## config.mk

```make
export PLATFORM = sky130hd
export DESIGN_NAME = muldiv_unit
export DESIGN_NICKNAME = d
export VERILOG_FILES = /design/src/rtl/muldiv_pkg.sv /design/src/rtl/muldiv_absneg.sv /design/src/rtl/muldiv_unit.sv
export SDC_FILE = /design/constraint.sdc
export NUM_CORES = 1
export LEC_CHECK = 0
export CAP_MARGIN = 30
export CORE_ASPECT_RATIO = 1.25
export CORE_MARGIN = 1
export CORE_UTILIZATION = 53
export DETAILED_ROUTE_END_ITERATION = 6
export PLACE_DENSITY = 0.83
export SLEW_MARGIN = 5
export SYNTH_ARGS = -nofsm -noshare
export SYNTH_HDL_FRONTEND = slang
export SYNTH_SLANG_ARGS = --single-unit
export TNS_END_PERCENT = 50
```

## constraint.sdc

```tcl
create_clock -name clock -period 3.6 [get_ports clock]
set_input_delay 0.72 -clock clock [delete_from_list [all_inputs] [get_ports clock]]
set_output_delay 0.72 -clock clock [all_outputs]
set_load 0.02 [all_outputs]
```

## src/rtl/muldiv_pkg.sv

```systemverilog
// Shared encodings for the multi-cycle multiply/divide unit.
// Op bit 1 selects divide, and a cleared bit 0 marks a signed op.
package muldiv_pkg;

    localparam logic [1:0] OP_MULT  = 2'b00;
    localparam logic [1:0] OP_MULTU = 2'b01;
    localparam logic [1:0] OP_DIV   = 2'b10;
    localparam logic [1:0] OP_DIVU  = 2'b11;

    typedef enum logic [1:0] {IDLE, CALC, DONE} state_t;

    function automatic logic op_is_div(input logic [1:0] op);
        return (op == OP_DIV) || (op == OP_DIVU);
    endfunction

    function automatic logic op_is_signed(input logic [1:0] op);
        return (op == OP_MULT) || (op == OP_DIV);
    endfunction

endpackage

```

## src/rtl/muldiv_absneg.sv

```systemverilog
// Conditional two's-complement negate, used both for operand magnitudes
// and for the final sign fix-up of products, quotients and remainders.
module muldiv_absneg #(
    parameter int WIDTH = 32
) (
    input  logic             i_neg,
    input  logic [WIDTH-1:0] i_val,
    output logic [WIDTH-1:0] o_val
);

    assign o_val = i_neg ? (~i_val + WIDTH'(1)) : i_val;

endmodule

```

## src/rtl/muldiv_unit.sv

```systemverilog
// Multi-cycle radix-2 multiply/divide unit with architectural HI/LO registers
// and a start/busy/done handshake; one iteration per cycle on magnitudes.
module muldiv_unit
    import muldiv_pkg::*;
#(
    parameter int WIDTH = 32
) (
    input  logic             clock,
    input  logic             reset,
    input  logic             start,
    input  logic [1:0]       op,
    input  logic [WIDTH-1:0] a,
    input  logic [WIDTH-1:0] b,
    input  logic             hi_we,
    input  logic             lo_we,
    input  logic [WIDTH-1:0] wdata,
    output logic             busy,
    output logic             done,
    output logic             div_zero,
    output logic [WIDTH-1:0] hi,
    output logic [WIDTH-1:0] lo
);

    localparam int CNT_W = $clog2(WIDTH + 1);

    state_t             r_state;
    logic [CNT_W-1:0]   r_cnt;
    logic [2*WIDTH-1:0] r_acc;      // mult: {partial, multiplier}; div: low half = dividend/quotient
    logic [WIDTH-1:0]   r_mcand;    // multiplicand or divisor magnitude
    logic [WIDTH-1:0]   r_rem;
    logic               r_is_div;
    logic               r_neg_res;
    logic               r_neg_rem;
    logic               r_busy;
    logic               r_done;
    logic               r_divz;
    logic [WIDTH-1:0]   r_hi;
    logic [WIDTH-1:0]   r_lo;

    logic               w_sgn;
    logic               w_div;
    logic [WIDTH-1:0]   w_abs_a;
    logic [WIDTH-1:0]   w_abs_b;
    logic [WIDTH:0]     w_madd;
    logic [WIDTH:0]     w_shift;
    logic [WIDTH:0]     w_diff;
    logic [2*WIDTH-1:0] w_prod_fix;
    logic [WIDTH-1:0]   w_quo_fix;
    logic [WIDTH-1:0]   w_rem_fix;

    assign w_sgn = op_is_signed(op);
    assign w_div = op_is_div(op);

    muldiv_absneg #(.WIDTH(WIDTH)) u_abs_a (
        .i_neg(w_sgn & a[WIDTH-1]), .i_val(a), .o_val(w_abs_a));
    muldiv_absneg #(.WIDTH(WIDTH)) u_abs_b (
        .i_neg(w_sgn & b[WIDTH-1]), .i_val(b), .o_val(w_abs_b));

    assign w_madd  = {1'b0, r_acc[2*WIDTH-1:WIDTH]} + {1'b0, (r_acc[0] ? r_mcand : '0)};
    // Restoring step: the shifted remainder needs one extra bit before the trial subtract.
    assign w_shift = {r_rem, r_acc[WIDTH-1]};
    assign w_diff  = w_shift - {1'b0, r_mcand};

    muldiv_absneg #(.WIDTH(2*WIDTH)) u_fix_prod (
        .i_neg(r_neg_res), .i_val(r_acc), .o_val(w_prod_fix));
    muldiv_absneg #(.WIDTH(WIDTH)) u_fix_quo (
        .i_neg(r_neg_res), .i_val(r_acc[WIDTH-1:0]), .o_val(w_quo_fix));
    muldiv_absneg #(.WIDTH(WIDTH)) u_fix_rem (
        .i_neg(r_neg_rem), .i_val(r_rem), .o_val(w_rem_fix));

    always_ff @(posedge clock) begin
        if (!reset) begin
            r_state   <= IDLE;
            r_cnt     <= '0;
            r_acc     <= '0;
            r_mcand   <= '0;
            r_rem     <= '0;
            r_is_div  <= 1'b0;
            r_neg_res <= 1'b0;
            r_neg_rem <= 1'b0;
            r_busy    <= 1'b0;
            r_done    <= 1'b0;
            r_divz    <= 1'b0;
            r_hi      <= '0;
            r_lo      <= '0;
        end else begin
            r_done <= 1'b0;
            r_divz <= 1'b0;
            if (hi_we) r_hi <= wdata;
            if (lo_we) r_lo <= wdata;
            case (r_state)
                IDLE: if (start) begin
                    r_busy    <= 1'b1;
                    r_is_div  <= w_div;
                    r_mcand   <= w_div ? w_abs_b : w_abs_a;
                    r_acc     <= {{WIDTH{1'b0}}, (w_div ? w_abs_a : w_abs_b)};
                    r_rem     <= '0;
                    r_neg_res <= w_sgn & (a[WIDTH-1] ^ b[WIDTH-1]);
                    r_neg_rem <= w_sgn & a[WIDTH-1];
                    r_cnt     <= CNT_W'(WIDTH);
                    if (w_div && (b == '0)) begin
                        r_state <= DONE;
                        r_done  <= 1'b1;
                        r_divz  <= 1'b1;
                    end else begin
                        r_state <= CALC;
                    end
                end
                CALC: begin
                    r_cnt <= r_cnt - 1'b1;
                    if (r_is_div) begin
                        if (!w_diff[WIDTH]) begin
                            r_rem             <= w_diff[WIDTH-1:0];
                            r_acc[WIDTH-1:0]  <= {r_acc[WIDTH-2:0], 1'b1};
                        end else begin
                            r_rem             <= w_shift[WIDTH-1:0];
                            r_acc[WIDTH-1:0]  <= {r_acc[WIDTH-2:0], 1'b0};
                        end
                    end else begin
                        r_acc <= {w_madd, r_acc[WIDTH-1:1]};
                    end
                    if (r_cnt == CNT_W'(1)) begin
                        r_state <= DONE;
                        r_done  <= 1'b1;
                    end
                end
                DONE: begin
                    r_state <= IDLE;
                    r_busy  <= 1'b0;
                    // The committed result takes priority over a same-cycle MTHI/MTLO.
                    if (!r_divz) begin
                        if (r_is_div) begin
                            r_hi <= w_rem_fix;
                            r_lo <= w_quo_fix;
                        end else begin
                            r_hi <= w_prod_fix[2*WIDTH-1:WIDTH];
                            r_lo <= w_prod_fix[WIDTH-1:0];
                        end
                    end
                end
                default: r_state <= IDLE;
            endcase
        end
    end

    assign busy     = r_busy;
    assign done     = r_done;
    assign div_zero = r_divz;
    assign hi       = r_hi;
    assign lo       = r_lo;

endmodule

```

; ---- After elaboration in Yosys (flattened, before gate mapping)
; Cells that the tools add are included.
[classes]
mux = 37
bitwise = 9
reduce_logical = 15
n_eq_ne = 9
addsub = 8
[ops]
columns = cell, n
row1 = $mux 32, 20
row2 = $add 32x1->32 const B, 4
row3 = $mux 64, 2
row4 = $not 32->32, 4
row5 = $pmux 64 s2, 1
row6 = $add 64x1->64 const B, 1
row7 = $not 64->64, 1
row8 = $pmux 32 s2, 1
row9 = $add 32x32->33, 1
row10 = $sub 33x32->33, 1
row11 = $logic_not 32->1, 1
row12 = $pmux 6 s2, 1
row13 = $reduce_and 2->1, 5
row14 = $ne 2x2->1 const B, 4
row15 = $eq 2x2->1 const B, 3
row16 = $eq 6x1->1 const B, 1
row17 = $mux 2, 3
row18 = $mux 6, 1
row19 = $reduce_and 3->1, 2
row20 = $sub 6x1->6 const B, 1
row21 = $mux 1, 5
row22 = $logic_not 2->1, 2
row23 = $pmux 1 s2, 2
row24 = $pmux 2 s2, 1
row25 = 6 further kinds, 10
[word_totals]
in_bits = 103
ff_bits = 206
elab_cells = 92

; ---- Logic depth before layout (Yosys ltp)
[depth]
ltp_word = 7
mapped_depth = 14

; ---- By module
; Synthesis repeated with hierarchy kept, for this count alone.
[hier_totals]
hier_cells = 2278
hier_area_um2 = 18372.6
[modules_own_cells]
columns = module, n_inst, cells_each, area_each_um2
row1 = muldiv_unit, 1, 1676, 13615.6
row2 = muldiv_absneg at u_abs_a ..., 4, 99, 777.0
row3 = muldiv_absneg at u_fix_prod, 1, 206, 1649.1

; ---- Worst setup path after synthesis
; No wires, ideal clock.
[synth_path]
path_type = flip-flop to flip-flop
start = register r_rem[0]
end = register r_rem[25]
arrival_time_ps = 3283
path_stages_with_launch = 14
setup_ps = 134
slack_ps = 183
cell_sequence = dfxtp_1 -> clkbuf_1 -> inv_1 -> fa_1 -> nand2b_1 -> a21o_1 -> a211o_1 -> a211oi_1 -> o2111ai_1 -> a22oi_1 -> and2_1 -> clkbuf_1 -> buf_1 -> o211ai_1
[synth_via]
elab_chain_len = 4
[synth_rtl]
columns = item, line_no
row1 = start: declaration, muldiv_unit.sv:30  ; logic [WIDTH-1:0] r_rem;
row2 = start signal: assignment, muldiv_unit.sv:113  ; r_rem <= w_diff[WIDTH-1:0];
row3 = start signal: assignment, muldiv_unit.sv:116  ; r_rem <= w_shift[WIDTH-1:0];
row4 = $sub 33x32->33, muldiv_unit.sv:62  ; assign w_diff = w_shift - {1'b0, r_mcand};
row5 = $mux 32, muldiv_unit.sv:112  ; if (!w_diff[WIDTH]) begin
row6 = $mux 32, muldiv_unit.sv:111  ; if (r_is_div) begin
row7 = $pmux 32 s2, muldiv_unit.sv:91  ; case (r_state)
; Every way passes these cells. The select of a mux whose other input is x is not followed.
; A chain may end at the register's enable or synchronous reset.

; ---- Worst setup path in the final report
[layout_path]
start = register r_acc[12]
end = register r_hi[21] (netlist: hi[21])
[layout_via]
elab_chain_len = 6
[layout_rtl]
columns = item, line_no
row1 = start: declaration, muldiv_unit.sv:28  ; logic [2*WIDTH-1:0] r_acc;
row2 = start signal: assignment, muldiv_unit.sv:96  ; r_acc <= {{WIDTH{1'b0}}, (w_div ? w_abs_a : w_abs_b)};
row3 = start signal: indexed assignment, muldiv_unit.sv:114  ; r_acc[WIDTH-1:0] <= {r_acc[WIDTH-2:0], 1'b1};
row4 = start signal: indexed assignment, muldiv_unit.sv:117  ; r_acc[WIDTH-1:0] <= {r_acc[WIDTH-2:0], 1'b0};
row5 = $not 64->64, muldiv_absneg.sv:11  ; assign o_val = i_neg ? (~i_val + WIDTH'(1)) : i_val;
row6 = $add 64x1->64, muldiv_absneg.sv:11
row7 = $mux 64, muldiv_absneg.sv:11
row8 = $mux 32, muldiv_unit.sv:132  ; if (r_is_div) begin
row9 = $mux 32, muldiv_unit.sv:131  ; if (!r_divz) begin
row10 = $mux 32, muldiv_unit.sv:91
row11 = end signal: assignment, muldiv_unit.sv:89  ; if (hi_we) r_hi <= wdata;
row12 = end signal: assignment, muldiv_unit.sv:133  ; r_hi <= w_rem_fix;
row13 = end signal: assignment, muldiv_unit.sv:136  ; r_hi <= w_prod_fix[2*WIDTH-1:WIDTH];
row14 = end: declaration, muldiv_unit.sv:37  ; logic [WIDTH-1:0] r_hi;
; Every way passes these cells.

==> flow_summary.json <==
{
  "clock_tree.buffer_depth": 3,
  "grt_first_pass_wirelength_microns": 92070,
  "synthTopCellsByCount": "251 x nand2_1, 206 x dfxtp_1, 180 x a21oi_1, 149 x nor2_1, 132 x o21ai_0",
  "timing.setup.critical_path_class": "reg2reg",
  "cts_hold_buffers": 0,
  "leakage_power_of_the_design_nw": 8.312,
  "grt_start_max_net_pins": 90,
  "reg2reg_from": "r_acc[12]",
  "pwr-share-clk": 0.358,
  "sw_frac_of_total": 0.3368,
  "clock_input_transition_at_the_sequential_cells_of_the_worst_setup_and_hold_paths_ps": 60,
  "regToRegEndpoint": "hi[21]",
  "fin_setup_tns_ps": 0,
  "place_hpwl_microns": 46960,
  "gp_congestion": 0.9858,
  "synth.area.top_cells": "dfxtp_1 25%, nand2_1 5.6%, xnor2_1 5.5%",
  "post-synth-top-count-cell": "nand2_1",
  "drt-pass1-iter-count": 7,
  "cts.sinks": 206,
  "detail-route-antenna-nets": 0,
  "r2r_setup_slack_ps": 260,
  "max-cap-violations": 0,
  "timing.final.crit_period_ps": 3336,
  "run_status": "complete, no violations",
  "clock_insertion_delay_worst_skew_ps": 550,
  "floorplan.initialDensity": 0.5399,
  "grt-ovfl-total": 0,
  "die_h_microns": 200.6,
  "clock_tree_from_tritoncts": "yes",
  "timing.final.crit_share": 0.9267,
  "crit_path_max_fanout": 7,
  "root_buffer": "clkbuf_16",
  "met1_usage": 0.4199,
  "post-synth-top-area-fraction": 0.2465,
  "most_crowded_layer_after_global_routing": "met2",
  "synth.ff_latch_count": 206,
  "finalNonFillerCells": 2745,
  "power.share.combinational": 0.294,
  "route.detailed.vias_per_inst": 6.371,
  "dieArea_sq_mm": 0.03229,
  "netlist_instances": 2188,
  "fp.dieW_microns": 160.9,
  "skew_ps": 31.89,
  "placed_cells_incl_taps": 2700,
  "synth_edf_count": 0,
  "dr.first_iter.drc_count": 1725,
  "hold_end": "r_mcand[2]",
  "tritoncts.num_buffers": 24,
  "fmaxAchievable_mhz": 299.7,
  "post_cts.resized_instances": 0,
  "syn-cell-area_sq_mm": 0.01673,
  "reg2regPathDepth": 8,
  "switchingPower_w": 0.002541,
  "synth_sequential_area_ratio": 0.2465,
  "internal-power_w": 0.005004,
  "globalRouteMet3Util": 0.03595,
  "synth_ff_type": "dfxtp_1",
  "drive_gt1_frac": 0.09153,
  "post-cts-setup-buffers": 0,
  "num_vias": 17490,
  "setup_viol": 0,
  "grt_util_met2": 0.6028,
  "setup.worst_path.end_class": "flop",
  "synth_fp_nets": 2363,
  "relSlewSlack": 0.3452,
  "num_rows": 72,
  "synth-async-reset-ratio": 0,
  "floorplan.io_pins": 170,
  "coreArea_sq_mm": 0.03099,
  "wire_per_inst_microns": 22.04,
  "critical_path.most_common_cell": "or4_4",
  "syn_avg_cell_area_sq_um": 7.647,
  "cp-start-kind": "flop",
  "antenna_found_initial": 0,
  "flow.area_growth_from_synthesis_pct": 19.08,
  "grt_setup_unrepaired": "false",
  "worst_path_largest_cell_delay_ps": 560,
  "max_slew.worst_pin.slew_ps": 982.2,
  "io_buffer_count": 169,
  "finalWirelength_microns": 60510,
  "worstPathCellList": "or4_4 -> or4_4 -> nor4_2 -> nand2_1 -> nand4b_1 -> o41ai_1 -> xor2_1 -> a21oi_1",
  "synth.largest_area_cell": "dfxtp_1",
  "power.density_cell_area_mw_per_mm2": 378.7,
  "timing.hold.worst.start": "r_mcand[2]",
  "critPathRequiredTime_ps": 4030,
  "remaining_drc_errors": 0,
  "pwr-share-seq": 0.348,
  "ys.warnings.count": 0,
  "synth_cell_type_count": 78,
  "peakVddDrop_uv": 439.0,
  "cp_data_arrival_time_ps": 3770,
  "groute.usage.overall": 0.3620,
  "maxSlewViolCount": 0,
  "antennaDiodeCount": 0,
  "whs_path_depth": 2,
  "report.final.hold_viol_count": 0,
  "hold_path.class": "reg2reg",
  "layout.core_utilization": 0.6429,
  "htree_num_levels": 1,
  "timing.critical_path.slowest_stage_cell": "or4_4",
  "design.final.nets": 2495,
  "vias_in_the_first_global_route": 16570
}
-- stage by stage --
step	setup slack [ps]	cell area [sq um]	hold WS (ps)	total power (W)
finish	263.8	19920	464.6	0.007544
global route	45.70	19920	494.7	0.007819
CTS	142.4	19910	468.2	0.007502
detailed placement	21.73	19030	461.4	0.004826
global placement	91.77	19010	450.0	0.004783
floorplan	183.1	16730	434.0	0.003975
-- logic make-up (layout without fill, tap and decap cells) --
| logic type | Yosys count | in the layout | synth area share |
|---|---|---|---|
| adder cells (fa/ha/maj) | 72 | 72 | 0.05474 |
| flip-flops | 206 | 206 | 0.2465 |
| AND/OR/NAND/NOR | 743 | 743 | 0.2190 |
| AO/OA/AOI/OAI | 638 | 638 | 0.2527 |
| multiplexers | 118 | 118 | 0.07336 |
| XOR/XNOR | 194 | 194 | 0.1016 |
| buffers and inverters | 217 | 367 | 0.05220 |
-- sequential cells by signal, indices dropped and copies added (netlist names), 2 cells and up --
register  cells
hi           32
lo           32
r_acc        64
r_cnt         6
r_mcand      32
r_rem        32
r_state       2
-- cells in the final DEF (no fill, tap or decap), types with 51 or more instances in the layout --
master / instances
ha_1: 70
buf_4: 89
nor2_1: 147
o211ai_1: 51
dfxtp_1: 204
xor2_1: 88
a21oi_1: 179
xnor2_1: 106
clkdlybuf4s50_1: 166
mux2i_1: 81
inv_1: 62
o21ai_0: 132
nand2_1: 251
-- final cells by class --
cell class | instances | area (sq um)
clock buffers | 34 | 698.2
repair buffers | 261 | 2415
inverters | 62 | 232.7
fillers | 2706 | 11070
multi-input cells | 1765 | 11760
flip-flops and latches | 206 | 4126
clock inverters | 10 | 183.9
well taps | 407 | 509.2
-- worst max-delay path by stage --
stage	from	end	depth (start not counted)
after floorplan	r_rem[0]	r_rem[25]	13
after global placement	a[0]	r_acc[26]	12
after detailed placement	a[0]	r_acc[26]	12
after CTS	r_acc[12]	hi[21]	8
after global routing	r_acc[0]	r_acc[61]	13
final	r_acc[12]	hi[21]	8
-- power groups by stage --
stage / Combinational [W] / Clock, W / Sequential, W
2_1_floorplan: 0.00131 / 0 / 0.00266
3_3_place_gp: 0.00213 / 0 / 0.00266
3_5_place_dp: 0.00216 / 0 / 0.00266
4_1_cts: 0.00218 / 0.00271 / 0.00262
5_1_grt: 0.00237 / 0.00281 / 0.00264
6_report: 0.00222 / 0.00270 / 0.00263
-- critical path, delay by kind of cell, from the launching register on --
family	cells	cell delay, ps
XOR/XNOR	1	280
flip-flops	1	390
AO/OA/AOI/OAI	2	540
AND/OR/NAND/NOR	5	1990
-- layer usage --
layer / vias up / wire (microns)
li1: 8250 / -
met1: 8216 / 22890
met2: 793 / 28290
met3: 229 / 3827
met4: 0 / 5504
met5: - / 0
No activity file was read; power rests on OpenSTA's default activity.
==> edit: new RTL, config.mk and constraints unchanged <==
`WIDTH` is set to 32 in 2 places; all go to 16.
--- a/src/rtl/muldiv_absneg.sv
+++ b/src/rtl/muldiv_absneg.sv
@@ -1,7 +1,7 @@
 // Conditional two's-complement negate, used both for operand magnitudes
 // and for the final sign fix-up of products, quotients and remainders.
 module muldiv_absneg #(
-    parameter int WIDTH = 32
+    parameter int WIDTH = 16
 ) (
     input  logic             i_neg,
     input  logic [WIDTH-1:0] i_val,
--- a/src/rtl/muldiv_unit.sv
+++ b/src/rtl/muldiv_unit.sv
@@ -3,7 +3,7 @@
 module muldiv_unit
     import muldiv_pkg::*;
 #(
-    parameter int WIDTH = 32
+    parameter int WIDTH = 16
 ) (
     input  logic             clock,
     input  logic             reset,
Interface: changed (5 resized); port bits go from 170 to 90. The function was not compared with the original's and may differ.
==> edit against the original RTL <==
Setup slack better by 0.29 ns. Area after synthesis down 50%. Critical path depth increased by 2. Non-clock buffer count fell by 148. Total power fell by 43%. Final area fell by 51%. Via count down 51%. Wire length shrank 59%. Synthesized cell count shrank 49%. Sequential cell count down 97. Count of clock-buffer cells in the layout decreased by 23.
==> edit: results (changes against the original RTL) <==
metric,value,unit,change
drive_gt1_share,5.812,%,was 9.153%
drt-pass1-iter-count,5,,was 7
final_nets,1260,,was 2495
synth_nets,1206,,was 2363
synth.top_cells.by_area,"dfxtp_1 26%, a21oi_1 5.8%, ha_1 5.7%",,"was dfxtp_1 25%, nand2_1 5.6%, xnor2_1 5.5%"
grt_max_degree,64,,was 90
synthDistinctLibCells,67,,was 78
worstMarginPinSlew,0.8059,ns,was 0.9822 ns
grt_use_total,30.75,%,was 36.20%
clk_path_buf_depth,2,,was 3
peakVddDrop,0.2502,mV,was 0.4390 mV
routabilityCongestion,1.015,,was 0.9858
largest_reg_flops,32,,was 64
via_per_inst,6.171,,was 6.371
h-tree-depth,3,,was 1
crit_fanout,15,,was 7
p_leak,3.789,nW,was 8.312 nW
outcome,finished clean,,unchanged
wl_per_cell,18.14,um,was 22.04 um
wl_met2,11.76,mm,was 28.29 mm
ctsResizeCount,0,,unchanged
portBuffers,89,,was 169
dr_wl_met3,1.420,mm,was 3.827 mm
clkLatencyLatePin,0.36,ns,was 0.55 ns
numCtsBuffers,9,,was 24
grt_pass1_wl,39.39,mm,was 92.07 mm
met1_length,10.21,mm,was 22.89 mm
drt_iter0_markers,736,,was 1725
ys_seq_area_share,26.11,%,was 24.65%
clock_skew,0.007739,ns,was 0.03189 ns
dp_hpwl,18.92,mm,was 46.96 mm
grt_pass1_vias,7864,,was 16570
ys_top_cells_by_count,"126 x nand2_1, 116 x nor2_1, 109 x dfxtp_1",,"was 251 x nand2_1, 206 x dfxtp_1, 180 x a21oi_1"
[edit: cell types whose count changed in the layout (fill, tap and decap cells not counted), moves of 32 or more]
cell / unedited run / this run
a21oi_1: 179 / 97
o21ai_0: 132 / 75
buf_4: 89 / 23
mux2i_1: 81 / 43
ha_1: 70 / 38
xor2_1: 88 / 34
dfxtp_1: 204 / 109
clkdlybuf4s50_1: 166 / 89
xnor2_1: 106 / 52
nand2_1: 251 / 126
[edit: path summary, 6_finish.rpt]
check                  start         end  slack (ns)  cells after the start
setup / recovery    r_acc[0]   r_acc[31]        0.56                     10
hold / removal    r_mcand[6]  r_mcand[6]        0.45                      2
setup reg to reg    r_acc[0]   r_acc[31]        0.56                     10
hold reg to reg   r_mcand[6]  r_mcand[6]        0.45                      2
[edit: area by class of cell]
type                    count  share of cell area, %
multi-input cells         882                  58.19
flip-flops and latches    109                  22.30
repair buffers            113                  11.02
well taps                 208                  2.660
clock buffers              11                  2.583
inverters                  50                  1.918
clock inverters             5                  1.317
[edit: worst max-delay path, cell delays in order, from the launching register on]
cell	delay (ns)
dfxtp_1	0.52
inv_1	0.35
nor2_1	0.18
ha_1	0.29
nor2b_1	0.17
o21a_1	0.19
o21ai_0	0.41
a21o_1	0.23
nand4_1	0.11
and3_1	0.21
o311a_1	0.29
[edit: through the flow]
stage                     area [um2]  instances  setup slack (ns)  util, %  total power, mW
after floorplan                 8357       1111            0.4684        -            2.510
after global placement          9387       1361            0.5859    61.74            2.975
after detailed placement        9387       1361            0.5324    61.74            2.997
after CTS                       9768       1377            0.6279    64.26            4.241
after global routing            9783       1378            0.3606    64.35            4.468
final                           9783       1378            0.5561    64.35            4.276
[edit: logic make-up (layout without fill, tap and decap cells)]
family | count (synthesis) | after routing | share of synthesized area (%)
compound gates | 338 | 338 | 26.19
xor+xnor | 86 | 86 | 9.013
simple gates | 362 | 362 | 19.79
buf+inv | 120 | 179 | 5.824
mux | 56 | 56 | 6.902
fa+ha+maj | 40 | 40 | 6.169
flops | 109 | 109 | 26.11
[edit: per-layer routing]
layer | GRT usage, % | vias to the layer above
li1 | - | 4113
met1 | 36.94 | 3958
met2 | 50.85 | 339
met3 | 4.259 | 93
met4 | 20.71 | 0
met5 | 0 | -
[edit: where the power goes]
part | switching (mW) | total (mW) | internal [mW]
combinational | 0.921 | 1.55 | 0.624
sequential | 0.136 | 1.47 | 1.33
clock | 0.473 | 1.26 | 0.792
total | 1.53 | 4.28 | 2.75
